--- src/rtl/if_id_stage_pkg.sv ---
// Shared definitions for the fetch stage: default encodings, the PC-source
// select used by the priority mux, and the IF/ID register layout.
package if_id_stage_pkg;

  localparam logic [31:0] DEF_RESET_PC  = 32'h0000_0000;
  localparam logic [31:0] DEF_NOP_INSTR = 32'h0000_0000;
  localparam int          DEF_CNT_W     = 16;

  // PCSRC_SEQ must stay 2'b00 so that an idle select means sequential fetch
  typedef enum logic [1:0] {
    PCSRC_SEQ    = 2'b00,
    PCSRC_HOLD   = 2'b01,
    PCSRC_TARGET = 2'b10,
    PCSRC_PEND   = 2'b11
  } pcsrc_e;

  typedef struct packed {
    logic [31:0] instr;
    logic [31:0] pc4;
    logic        valid;
  } ifid_t;

  function automatic logic [31:0] pc_plus4(input logic [31:0] pc);
    return pc + 32'd4;
  endfunction

endpackage

--- src/rtl/if_id_stage_if.sv ---
// Fetch-stage bus: hazard inputs from ID/EX/memory, the instruction-memory
// port, the IF/ID register outputs and the debug counters.
interface if_id_stage_if #(
  parameter int CNT_W = 16
);
  logic             in_data_hazard;
  logic             in_ctrl_hazard;
  logic [31:0]      in_target_pc;
  logic             in_mem_stall;
  logic [31:0]      out_imem_addr;
  logic [31:0]      in_imem_instr;
  logic [31:0]      out_IFID_instr;
  logic [31:0]      out_IFID_pc4;
  logic             out_IFID_valid;
  logic [CNT_W-1:0] out_stall_cnt;
  logic [CNT_W-1:0] out_flush_cnt;

  // master is the fetch stage itself; slave is the surrounding core/memory
  modport master (
    input  in_data_hazard, in_ctrl_hazard, in_target_pc, in_mem_stall, in_imem_instr,
    output out_imem_addr, out_IFID_instr, out_IFID_pc4, out_IFID_valid,
           out_stall_cnt, out_flush_cnt
  );

  modport slave (
    output in_data_hazard, in_ctrl_hazard, in_target_pc, in_mem_stall, in_imem_instr,
    input  out_imem_addr, out_IFID_instr, out_IFID_pc4, out_IFID_valid,
           out_stall_cnt, out_flush_cnt
  );
endinterface

--- src/rtl/if_id_stage_sat_counter.sv ---
// Event counter that sticks at all-ones instead of wrapping, so a long debug
// session never reports a misleadingly small count.
module sat_counter #(
  parameter int CNT_W = 16
) (
  input  logic             clk,
  input  logic             rst_n,
  input  logic             inc,
  output logic [CNT_W-1:0] count
);

  always_ff @(posedge clk or negedge rst_n) begin
    if (!rst_n) begin
      count <= '0;
    end else if (inc && (count != {CNT_W{1'b1}})) begin
      count <= count + 1'b1;
    end
  end

endmodule

--- src/rtl/if_id_stage.sv ---
// IF stage and IF/ID pipeline register: owns the PC, applies stalls and
// redirects, and registers {instr, PC+4, valid} for decode.
module if_id_stage
  import if_id_stage_pkg::*;
#(
  parameter logic [31:0] RESET_PC  = DEF_RESET_PC,
  parameter logic [31:0] NOP_INSTR = DEF_NOP_INSTR,
  parameter int          CNT_W     = DEF_CNT_W
) (
  input logic           clk,
  input logic           rst_n,
  if_id_stage_if.master bus
);

  logic [31:0]      pc;
  logic [31:0]      pend_pc;
  logic             pend_valid;
  ifid_t            ifid;
  pcsrc_e           pc_src;
  logic             stall_inc;
  logic             flush_inc;
  logic [CNT_W-1:0] stall_cnt;
  logic [CNT_W-1:0] flush_cnt;

  // Memory stall beats everything; a redirect (live or pending) beats load-use
  always_comb begin
    pc_src    = PCSRC_SEQ;
    stall_inc = 1'b0;
    flush_inc = 1'b0;
    if (bus.in_mem_stall) begin
      pc_src    = PCSRC_HOLD;
      stall_inc = 1'b1;
    end else if (bus.in_ctrl_hazard) begin
      pc_src    = PCSRC_TARGET;
      flush_inc = 1'b1;
    end else if (pend_valid) begin
      pc_src    = PCSRC_PEND;
      flush_inc = 1'b1;
    end else if (bus.in_data_hazard) begin
      pc_src    = PCSRC_HOLD;
      stall_inc = 1'b1;
    end
  end

  always_ff @(posedge clk or negedge rst_n) begin
    if (!rst_n) begin
      pc <= RESET_PC;
    end else begin
      case (pc_src)
        PCSRC_SEQ:    pc <= pc_plus4(pc);
        PCSRC_TARGET: pc <= bus.in_target_pc;
        PCSRC_PEND:   pc <= pend_pc;
        default:      pc <= pc;
      endcase
    end
  end

  // A bubble keeps the old pc4 so ID still sees a stable value on the squashed slot
  always_ff @(posedge clk or negedge rst_n) begin
    if (!rst_n) begin
      ifid.instr <= NOP_INSTR;
      ifid.pc4   <= 32'h0000_0000;
      ifid.valid <= 1'b0;
    end else begin
      case (pc_src)
        PCSRC_SEQ: begin
          ifid.instr <= bus.in_imem_instr;
          ifid.pc4   <= pc_plus4(pc);
          ifid.valid <= 1'b1;
        end
        PCSRC_TARGET, PCSRC_PEND: begin
          ifid.instr <= NOP_INSTR;
          ifid.valid <= 1'b0;
        end
        default: begin
          ifid <= ifid;
        end
      endcase
    end
  end

  // A redirect arriving during a freeze is parked here and applied on the first free cycle
  always_ff @(posedge clk or negedge rst_n) begin
    if (!rst_n) begin
      pend_valid <= 1'b0;
      pend_pc    <= 32'h0000_0000;
    end else if (bus.in_mem_stall) begin
      if (bus.in_ctrl_hazard) begin
        pend_valid <= 1'b1;
        pend_pc    <= bus.in_target_pc;
      end
    end else begin
      pend_valid <= 1'b0;
    end
  end

  sat_counter #(.CNT_W(CNT_W)) u_stall_cnt (
    .clk   (clk),
    .rst_n (rst_n),
    .inc   (stall_inc),
    .count (stall_cnt)
  );

  sat_counter #(.CNT_W(CNT_W)) u_flush_cnt (
    .clk   (clk),
    .rst_n (rst_n),
    .inc   (flush_inc),
    .count (flush_cnt)
  );

  assign bus.out_imem_addr  = pc;
  assign bus.out_IFID_instr = ifid.instr;
  assign bus.out_IFID_pc4   = ifid.pc4;
  assign bus.out_IFID_valid = ifid.valid;
  assign bus.out_stall_cnt  = stall_cnt;
  assign bus.out_flush_cnt  = flush_cnt;

endmodule

--- src/flat_wrapper.sv ---
// flat-port wrapper written by rule: the top's interface ports become plain ports
module if_id_stage_flat import if_id_stage_pkg::*;
#(
  parameter logic [31:0] RESET_PC  = DEF_RESET_PC,
  parameter logic [31:0] NOP_INSTR = DEF_NOP_INSTR,
  parameter int          CNT_W     = DEF_CNT_W
)
  (clk, rst_n, bus_in_data_hazard, bus_in_ctrl_hazard, bus_in_target_pc, bus_in_mem_stall, bus_in_imem_instr, bus_out_imem_addr, bus_out_IFID_instr, bus_out_IFID_pc4, bus_out_IFID_valid, bus_out_stall_cnt, bus_out_flush_cnt);
  if_id_stage_if #(.CNT_W(CNT_W)) bus_i ();
  input logic clk;
  input logic rst_n;
  input wire logic [$bits(bus_i.in_data_hazard)-1:0] bus_in_data_hazard;
  input wire logic [$bits(bus_i.in_ctrl_hazard)-1:0] bus_in_ctrl_hazard;
  input wire logic [$bits(bus_i.in_target_pc)-1:0] bus_in_target_pc;
  input wire logic [$bits(bus_i.in_mem_stall)-1:0] bus_in_mem_stall;
  input wire logic [$bits(bus_i.in_imem_instr)-1:0] bus_in_imem_instr;
  output wire logic [$bits(bus_i.out_imem_addr)-1:0] bus_out_imem_addr;
  output wire logic [$bits(bus_i.out_IFID_instr)-1:0] bus_out_IFID_instr;
  output wire logic [$bits(bus_i.out_IFID_pc4)-1:0] bus_out_IFID_pc4;
  output wire logic [$bits(bus_i.out_IFID_valid)-1:0] bus_out_IFID_valid;
  output wire logic [$bits(bus_i.out_stall_cnt)-1:0] bus_out_stall_cnt;
  output wire logic [$bits(bus_i.out_flush_cnt)-1:0] bus_out_flush_cnt;
  assign bus_i.in_data_hazard = bus_in_data_hazard;
  assign bus_i.in_ctrl_hazard = bus_in_ctrl_hazard;
  assign bus_i.in_target_pc = bus_in_target_pc;
  assign bus_i.in_mem_stall = bus_in_mem_stall;
  assign bus_i.in_imem_instr = bus_in_imem_instr;
  assign bus_out_imem_addr = bus_i.out_imem_addr;
  assign bus_out_IFID_instr = bus_i.out_IFID_instr;
  assign bus_out_IFID_pc4 = bus_i.out_IFID_pc4;
  assign bus_out_IFID_valid = bus_i.out_IFID_valid;
  assign bus_out_stall_cnt = bus_i.out_stall_cnt;
  assign bus_out_flush_cnt = bus_i.out_flush_cnt;
  if_id_stage #(.RESET_PC(RESET_PC), .NOP_INSTR(NOP_INSTR), .CNT_W(CNT_W)) u_core (.clk(clk), .rst_n(rst_n), .bus(bus_i));
endmodule
--- config.mk ---
export PLATFORM = sky130hd
export DESIGN_NAME = if_id_stage_flat
export DESIGN_NICKNAME = d
export VERILOG_FILES = /design/src/rtl/if_id_stage_pkg.sv /design/src/rtl/if_id_stage_if.sv /design/src/rtl/if_id_stage_sat_counter.sv /design/src/rtl/if_id_stage.sv /design/src/flat_wrapper.sv
export SDC_FILE = /design/constraint.sdc
export NUM_CORES = 1
export LEC_CHECK = 0
export BUFFER_PORTS_ARGS = -buffer_cell sky130_fd_sc_hd__buf_2
export CAP_MARGIN = 25
export CELL_PAD_IN_SITES_DETAIL_PLACEMENT = 1
export CELL_PAD_IN_SITES_GLOBAL_PLACEMENT = 1
export CORE_MARGIN = 4
export CORE_UTILIZATION = 30
export DETAILED_ROUTE_END_ITERATION = 12
export GPL_ROUTABILITY_DRIVEN = 0
export PLACE_DENSITY_LB_ADDON = 0.1
export RECOVER_POWER = 100
export SLEW_MARGIN = 20
export SYNTH_ARGS = -nofsm -noshare
export SYNTH_HDL_FRONTEND = slang
export SYNTH_SLANG_ARGS = --single-unit
export TNS_END_PERCENT = 100
--- constraint.sdc ---
create_clock -name clk -period 3 [get_ports clk]
set_clock_uncertainty 0.15 [all_clocks]
set_input_delay 0.45 -clock clk [delete_from_list [all_inputs] [get_ports clk]]
set_output_delay 0.45 -clock clk [all_outputs]
set_load 0.02 [all_outputs]
## Word-level counts from Yosys, hierarchy flattened

Index checks and enable logic that the tools add are counted.

| cells by class | value |
|---|---|
| add/subtract/negate cells | 3 |
| equality and inequality tests | 5 |
| reduce and logical (&&, ||, !) cells | 7 |
| muxes and demuxes | 16 |

Operator list:

| operator | count |
|---|---|
| $pmux W32 S3 | 1 |
| $pmux W32 S2 | 1 |
| $add A16 B1 Y16 const B | 2 |
| $add A32 B3 Y32 const B | 1 |
| $ne A16 B16 Y1 const B | 2 |
| $mux W1 | 10 |
| $mux W2 | 3 |
| $eq A2 B2 Y1 const B | 2 |
| $reduce_bool A3 Y1 | 1 |
| $logic_and A1 B1 Y1 | 2 |
| $logic_not A2 Y1 | 1 |
| $ne A2 B2 Y1 const B | 1 |
| $pmux W1 S2 | 1 |
| $reduce_and A2 Y1 | 1 |
| $reduce_bool A2 Y1 | 1 |
| $reduce_or A2 Y1 | 1 |

| storage, ports and cells | value |
|---|---|
| word-level logic and storage cells | 39 |
| output and inout port bits | 129 |
| input bits | 69 |
| register bits after elaboration | 162 |

## Logic depth before layout (Yosys ltp)

| logic depth | value |
|---|---|
| depth in word-level cells | 7 |
| depth in mapped cells | 7 |
| gate-level depth less buffers | 6 |

## Cells and area by module

From an unflattened synthesis, not the netlist that was laid out.

| unflattened totals | value |
|---|---|
| cell total of the unflattened synthesis | 707 |
| area, all modules | 7,707.4 um^2 |

Modules (own cells, without submodules):

| module | instances | seq. area each (um^2) | cells each | area each (um^2) |
|---|---|---|---|---|
| if_id_stage | 1 | 3,253.1 | 563 | 5,988.2 |
| sat_counter | 2 | 400.4 | 72 | 859.6 |

## Worst setup path before layout

OpenSTA, ideal clock, no wires.

| timing | value |
|---|---|
| path type | reg2reg |
| start point | register u_core.pc[4] (netlist: u_core.bus.out_imem_addr[4]) |
| end point | register u_core.pc[31] (netlist: u_core.bus.out_imem_addr[31]) |
| clock period less this slack | 2.104 ns |
| library setup time | 0.126 ns |
| required time | 2.724 ns |
| slack | 0.896 ns |
| buffers on the path | 1 |
| data arrival time | 1.828 ns |
| cell stages (with the launch flop) | 6 |
| cell sequence | dfrtp_1 buf_4 nand3_1 nor2_1 nand3_1 a311o_1 |

| on the way | value |
|---|---|
| cells in the longest elaborated chain, start to end | 2 |

RTL lines:

| item | line | RTL |
|---|---|---|
| start: declaration | if_id_stage.sv:15 | `logic [31:0] pc;` |
| start signal: assignment | if_id_stage.sv:50 | `PCSRC_SEQ: pc <= pc_plus4(pc);` |
| start signal: assignment | if_id_stage.sv:51 | `PCSRC_TARGET: pc <= bus.in_target_pc;` |
| start signal: assignment | if_id_stage.sv:52 | `PCSRC_PEND: pc <= pend_pc;` |
| $add A32 B3 Y32 | if_id_stage_pkg.sv:24 | `return pc + 32'd4;` |
| $pmux W32 S3 | if_id_stage.sv:49 | `case (pc_src)` |

Every way passes these cells.
A chain may end at the register's enable or synchronous reset.

## Final worst setup path

| timing | value |
|---|---|
| start point | register u_core.pend_valid |
| end point | register u_core.ifid (netlist bit u_core.bus.out_IFID_instr[7]) |

| on the way | value |
|---|---|
| cells in the longest elaborated chain, start to end | 6 |
| elaborated cells on any way between the ends | 9 |
| those cells by class | eq/ne: 2; mux: 4; reduce/logical: 3 |

RTL lines:

| item | line | RTL |
|---|---|---|
| start: declaration | if_id_stage.sv:17 | `logic pend_valid;` |
| start signal: assignment | if_id_stage.sv:85 | `pend_valid <= 1'b0;` |
| start signal: assignment | if_id_stage.sv:89 | `pend_valid <= 1'b1;` |
| start signal: assignment | if_id_stage.sv:93 | `pend_valid <= 1'b0;` |
| $mux W2 (*) | if_id_stage.sv:36 | `end else if (pend_valid) begin` |
| $mux W2 (*) | if_id_stage.sv:33 | `end else if (bus.in_ctrl_hazard) begin` |
| $mux W2 (*) | if_id_stage.sv:30 | `if (bus.in_mem_stall) begin` |
| $eq A2 B2 Y1 | if_id_stage.sv:65 | `case (pc_src)` |
| $reduce_or A2 Y1 | if_id_stage.sv:65 |  |
| $pmux W32 S2 / $reduce_bool A2 Y1 (equally long branches) | n/a |  |
| end signal: assignment | if_id_stage.sv:76 | `ifid <= ifid;` |
| end: declaration | if_id_stage.sv:18 | `ifid_t ifid;` |

Mark *: on every way between the ends. The rest lies on a longest branch, timed or not.

==> qor.txt <==
LAYOUT
----------------------------------------------------------------------------------------------------
Number of diodes added for antenna fixing .............................................            0
Count of nets after finishing .........................................................          936
Count of non-filler cells in the finished layout ......................................         1200
Fraction of layout instances using a drive strength above 1 ...........................        0.184
Total of fill cells in the finished design ............................................         2796
Area added between synthesis and finish ...............................................        24.7%

TIMING
----------------------------------------------------------------------------------------------------
Setup slack of the critical path after layout .........................................       493 ps
Final Hold Vio Count ..................................................................            0
Final worst hold slack ................................................................      78.9 ps
Number of pins exceeding their max-slew limit in the final report .....................            0
Worst slew margin relative to its limit ...............................................       0.0789
Max Clock Freq ........................................................................      399 MHz
Final period util .....................................................................        0.836
Setup TNS .............................................................................         0 ps
RSZ-0062 raised after global routing ..................................................        false
Worst-Margin Slew .....................................................................      1380 ps
Total setup violations reported at the end of the flow ................................            0
Minimum period implied by the final worst setup slack .................................      2510 ps

FLOORPLAN
----------------------------------------------------------------------------------------------------
Core area .............................................................................  24200 sq um
Chip Width ............................................................................       165 um
Die ar. ...............................................................................  27100 sq um
Placement Rows ........................................................................           57
Vertical die dimension ................................................................       165 um
Starting Density ......................................................................        0.303
# IOs .................................................................................          198

CLOCKING
----------------------------------------------------------------------------------------------------
CTS H-tree depth ......................................................................            4
Cells resized by post-CTS repair ......................................................            0
Max Buffers Root-to-Sink ..............................................................            2
Clock-pin slew reported for the worst setup and hold paths after clock tree synthesis .        70 ps
Num Clock Sinks .......................................................................          162
Clock tree root buffer cell ........................................................... sky130_fd_sc_hd__clkbuf_16
Num CTS Buffers .......................................................................           17
Post-cts hold buffer count ............................................................            1
CTS tree ..............................................................................        built
Number of buffers added for setup after CTS ...........................................            0
Worst-Skew Late Latency ...............................................................       430 ps

SYNTHESIS
----------------------------------------------------------------------------------------------------
Post-Synthesis Cells ..................................................................          670
Number of synthesized register bits ...................................................          162
Proportion of netlist area held by the largest area contributor .......................        0.551
Total number of yosys warnings ........................................................            0
Number of synthesized flops with an enable pin ........................................            0
Number of distinct standard cells referenced by the synthesized netlist ...............           48
Cell with the most instances after synthesis .......................................... sky130_fd_sc_hd__dfrtp_1
Top post-synthesis cells by area ...................................................... sky130_fd_sc_hd__dfrtp_1 55%, sky130_fd_sc_hd__mux2_2 5.1%, sky130_fd_sc_hd__a22o_1 3.8%
Top_reg_cell synth .................................................................... sky130_fd_sc_hd__dfrtp_1
Syn_nets ..............................................................................          742
Async S/R FF share, synth .............................................................         1.00
Mapped Area ...........................................................................   7350 sq um
List of most frequent post-synthesis cells ............................................ 162 x sky130_fd_sc_hd__dfrtp_1, 73 x sky130_fd_sc_hd__nand2_1, 40 x sky130_fd_sc_hd__nand3_1, 39 x sky130_fd_sc_hd__nor2_1, 39 x sky130_fd_sc_hd__o21ai_0
Sequential share of the synthesized area ..............................................        0.551
Cell taking the most area after synthesis ............................................. sky130_fd_sc_hd__dfrtp_1
Post-Syn Area per Cell ................................................................   11.0 sq um

POWER
----------------------------------------------------------------------------------------------------
PD cells ..............................................................................  749 nW/um^2
Clock power frac ......................................................................        0.326
Switching power total .................................................................      2490 uW
Proportion of power drawn by flip-flops and latches ...................................        0.442
VDD IR-drop max .......................................................................       311 uV
Total leakage power ...................................................................   0.00392 uW
Cell-internal power ...................................................................      4380 uW
Power share of the combinational group ................................................        0.232
Sw Ratio ..............................................................................        0.363

ROUTE
----------------------------------------------------------------------------------------------------
Routed length per placed instance .....................................................      19.9 um
Vias ..................................................................................         6122
Via density ...........................................................................         5.10
Total length of routed wires ..........................................................     23900 um
Post-route antenna net violation count ................................................            0
Final routed DRC violation total ......................................................            0
Initial DRT Pass Iterations ...........................................................            5
DRC marker count from the first detailed-route iteration ..............................          409

HOLD PATH
----------------------------------------------------------------------------------------------------
Worst hold path class ................................................................. input pin to register

CRITICAL PATH
----------------------------------------------------------------------------------------------------
Max Fanout on Critical Path ...........................................................           32
CP Data Required Time .................................................................      3220 ps
Type of element launching the critical path ...........................................     register
Critical path capture point type ......................................................     register
Path type of the worst setup path ..................................................... register to register
Data arrival at the endpoint of the critical path .....................................      2720 ps

PLACED DESIGN
----------------------------------------------------------------------------------------------------
Placed Instances ......................................................................         1168
Port bufs .............................................................................          197
HPWL after detailed placement .........................................................     17100 um
Pre-CTS worst setup slack .............................................................       550 ps

RUN
----------------------------------------------------------------------------------------------------
Max-cap check violation count .........................................................            0

GLOBAL ROUTE
----------------------------------------------------------------------------------------------------
First-pass GRT wire length ............................................................     37500 um
Total Routing Usage GR ................................................................        0.177
Vias in the first global route ........................................................         6571
Initial antenna violation count .......................................................            1
Largest net degree at the start of global routing .....................................           51
Grt ovf ...............................................................................            0

OUTCOME
----------------------------------------------------------------------------------------------------
Result of the run ..................................................................... finished clean

-- metal layers --
metal	track usage	part of all wire	vias up	routed length, um
met5	0	0.00029	-	7
met1	0.239	0.45	3111	10900
met3	0.0427	0.047	18	1130
met2	0.289	0.49	135	11700
met4	0.0420	0.011	2	272
li1	-	-	2856	-
-- critical path, stage by stage, from the launching register on --
cell,delay (ps)
sky130_fd_sc_hd__dfrtp_1,430
sky130_fd_sc_hd__nor2_1,290
sky130_fd_sc_hd__a21o_1,870
sky130_fd_sc_hd__buf_4,480
sky130_fd_sc_hd__a22o_1,210
-- final cells by class --
class	count	area, sq um	share of cell area
Timing Repair Buffer	219	997	0.109
Multi-Input combinational cell	452	3080	0.335
Inverter	12	45.0	0.00491
Tap cell	324	405	0.0442
Clock buffer	17	425	0.0464
Clock inverter	14	165	0.0180
Sequential cell	162	4050	0.442
-- cell usage in the layout, fill, tap and decap left out, drive strengths merged, types with 5 or more instances in the layout --
| cell | synthesis | routed |
|---|---|---|
| nor3 | 13 | 13 |
| xor2 | 22 | 22 |
| clkbuf | 28 | 154 |
| xnor2 | 25 | 25 |
| a22o | 32 | 32 |
| a222oi | 24 | 24 |
| buf | 16 | 81 |
| nor2 | 39 | 39 |
| nor4 | 7 | 7 |
| and3 | 11 | 11 |
| nor2b | 6 | 6 |
| nand4 | 19 | 19 |
| nand2 | 73 | 73 |
| dfrtp | 162 | 162 |
| a21oi | 12 | 12 |
| nand3 | 41 | 41 |
| inv | 12 | 20 |
| mux2 | 33 | 33 |
| a311o | 6 | 6 |
| o311ai | 6 | 6 |
| a211o | 5 | 5 |
| o21ai | 39 | 39 |
| a22oi | 6 | 6 |
-- stage by stage --
| stage | utilization | total power (uW) | area (sq um) |
|---|---|---|---|
| after floorplan | - | 4020 | 7350 |
| after global placement | 0.362 | 4730 | 8770 |
| after detailed placement | 0.362 | 4790 | 8770 |
| after CTS | 0.386 | 7070 | 9370 |
| after global routing | 0.378 | 7280 | 9170 |
| final | 0.378 | 6860 | 9170 |
-- sequential cells by signal (all words and copies together), names as in the netlist --
name	cells
u_core.u_stall_cnt.count	16
u_core.pend_valid	1
u_core.bus.out_IFID_instr	32
u_core.pend_pc	32
u_core.bus.out_imem_addr	32
u_core.u_flush_cnt.count	16
u_core.bus.out_IFID_valid	1
u_core.bus.out_IFID_pc4	32
-- power by group through the flow --
| stage | Combinational [uW] | Sequential (uW) | Clock [uW] |
|---|---|---|---|
| after global placement | 1690 | 3040 | 0 |
| after global routing | 1760 | 3110 | 2410 |
| final | 1590 | 3030 | 2240 |
| after CTS | 1730 | 3030 | 2310 |
| after floorplan | 677 | 3340 | 0 |
| after detailed placement | 1730 | 3060 | 0 |
-- logic make-up (layout without fill, tap and decap cells) --
kind of cell             after synthesis  after routing  synth area share
buffers and inverters                 56            262            0.0313
adder cells (fa/ha/maj)                3              3           0.00510
XOR/XNOR                              47             47            0.0560
flip-flops                           162            162             0.551
AND/OR/NAND/NOR                      222            222             0.156
multiplexers                          33             33            0.0505
AO/OA/AOI/OAI                        147            147             0.150
-- final timing paths --
check                                            from                       endpoint  slack, ps  cells after the start
min                             bus_in_imem_instr[16]  u_core.bus.out_IFID_instr[16]         80                      2
min reg2reg                u_core.bus.out_IFID_pc4[8]     u_core.bus.out_IFID_pc4[8]        330                      2
max                                 u_core.pend_valid   u_core.bus.out_IFID_instr[7]        490                      4
min in group asynchronous                       rst_n    u_core.bus.out_IFID_pc4[11]        740                      2
max in group asynchronous                       rst_n    u_core.u_stall_cnt.count[1]        660                      3
max reg2reg                         u_core.pend_valid   u_core.bus.out_IFID_instr[7]        490                      4
(Power assumes the default switching activity.)
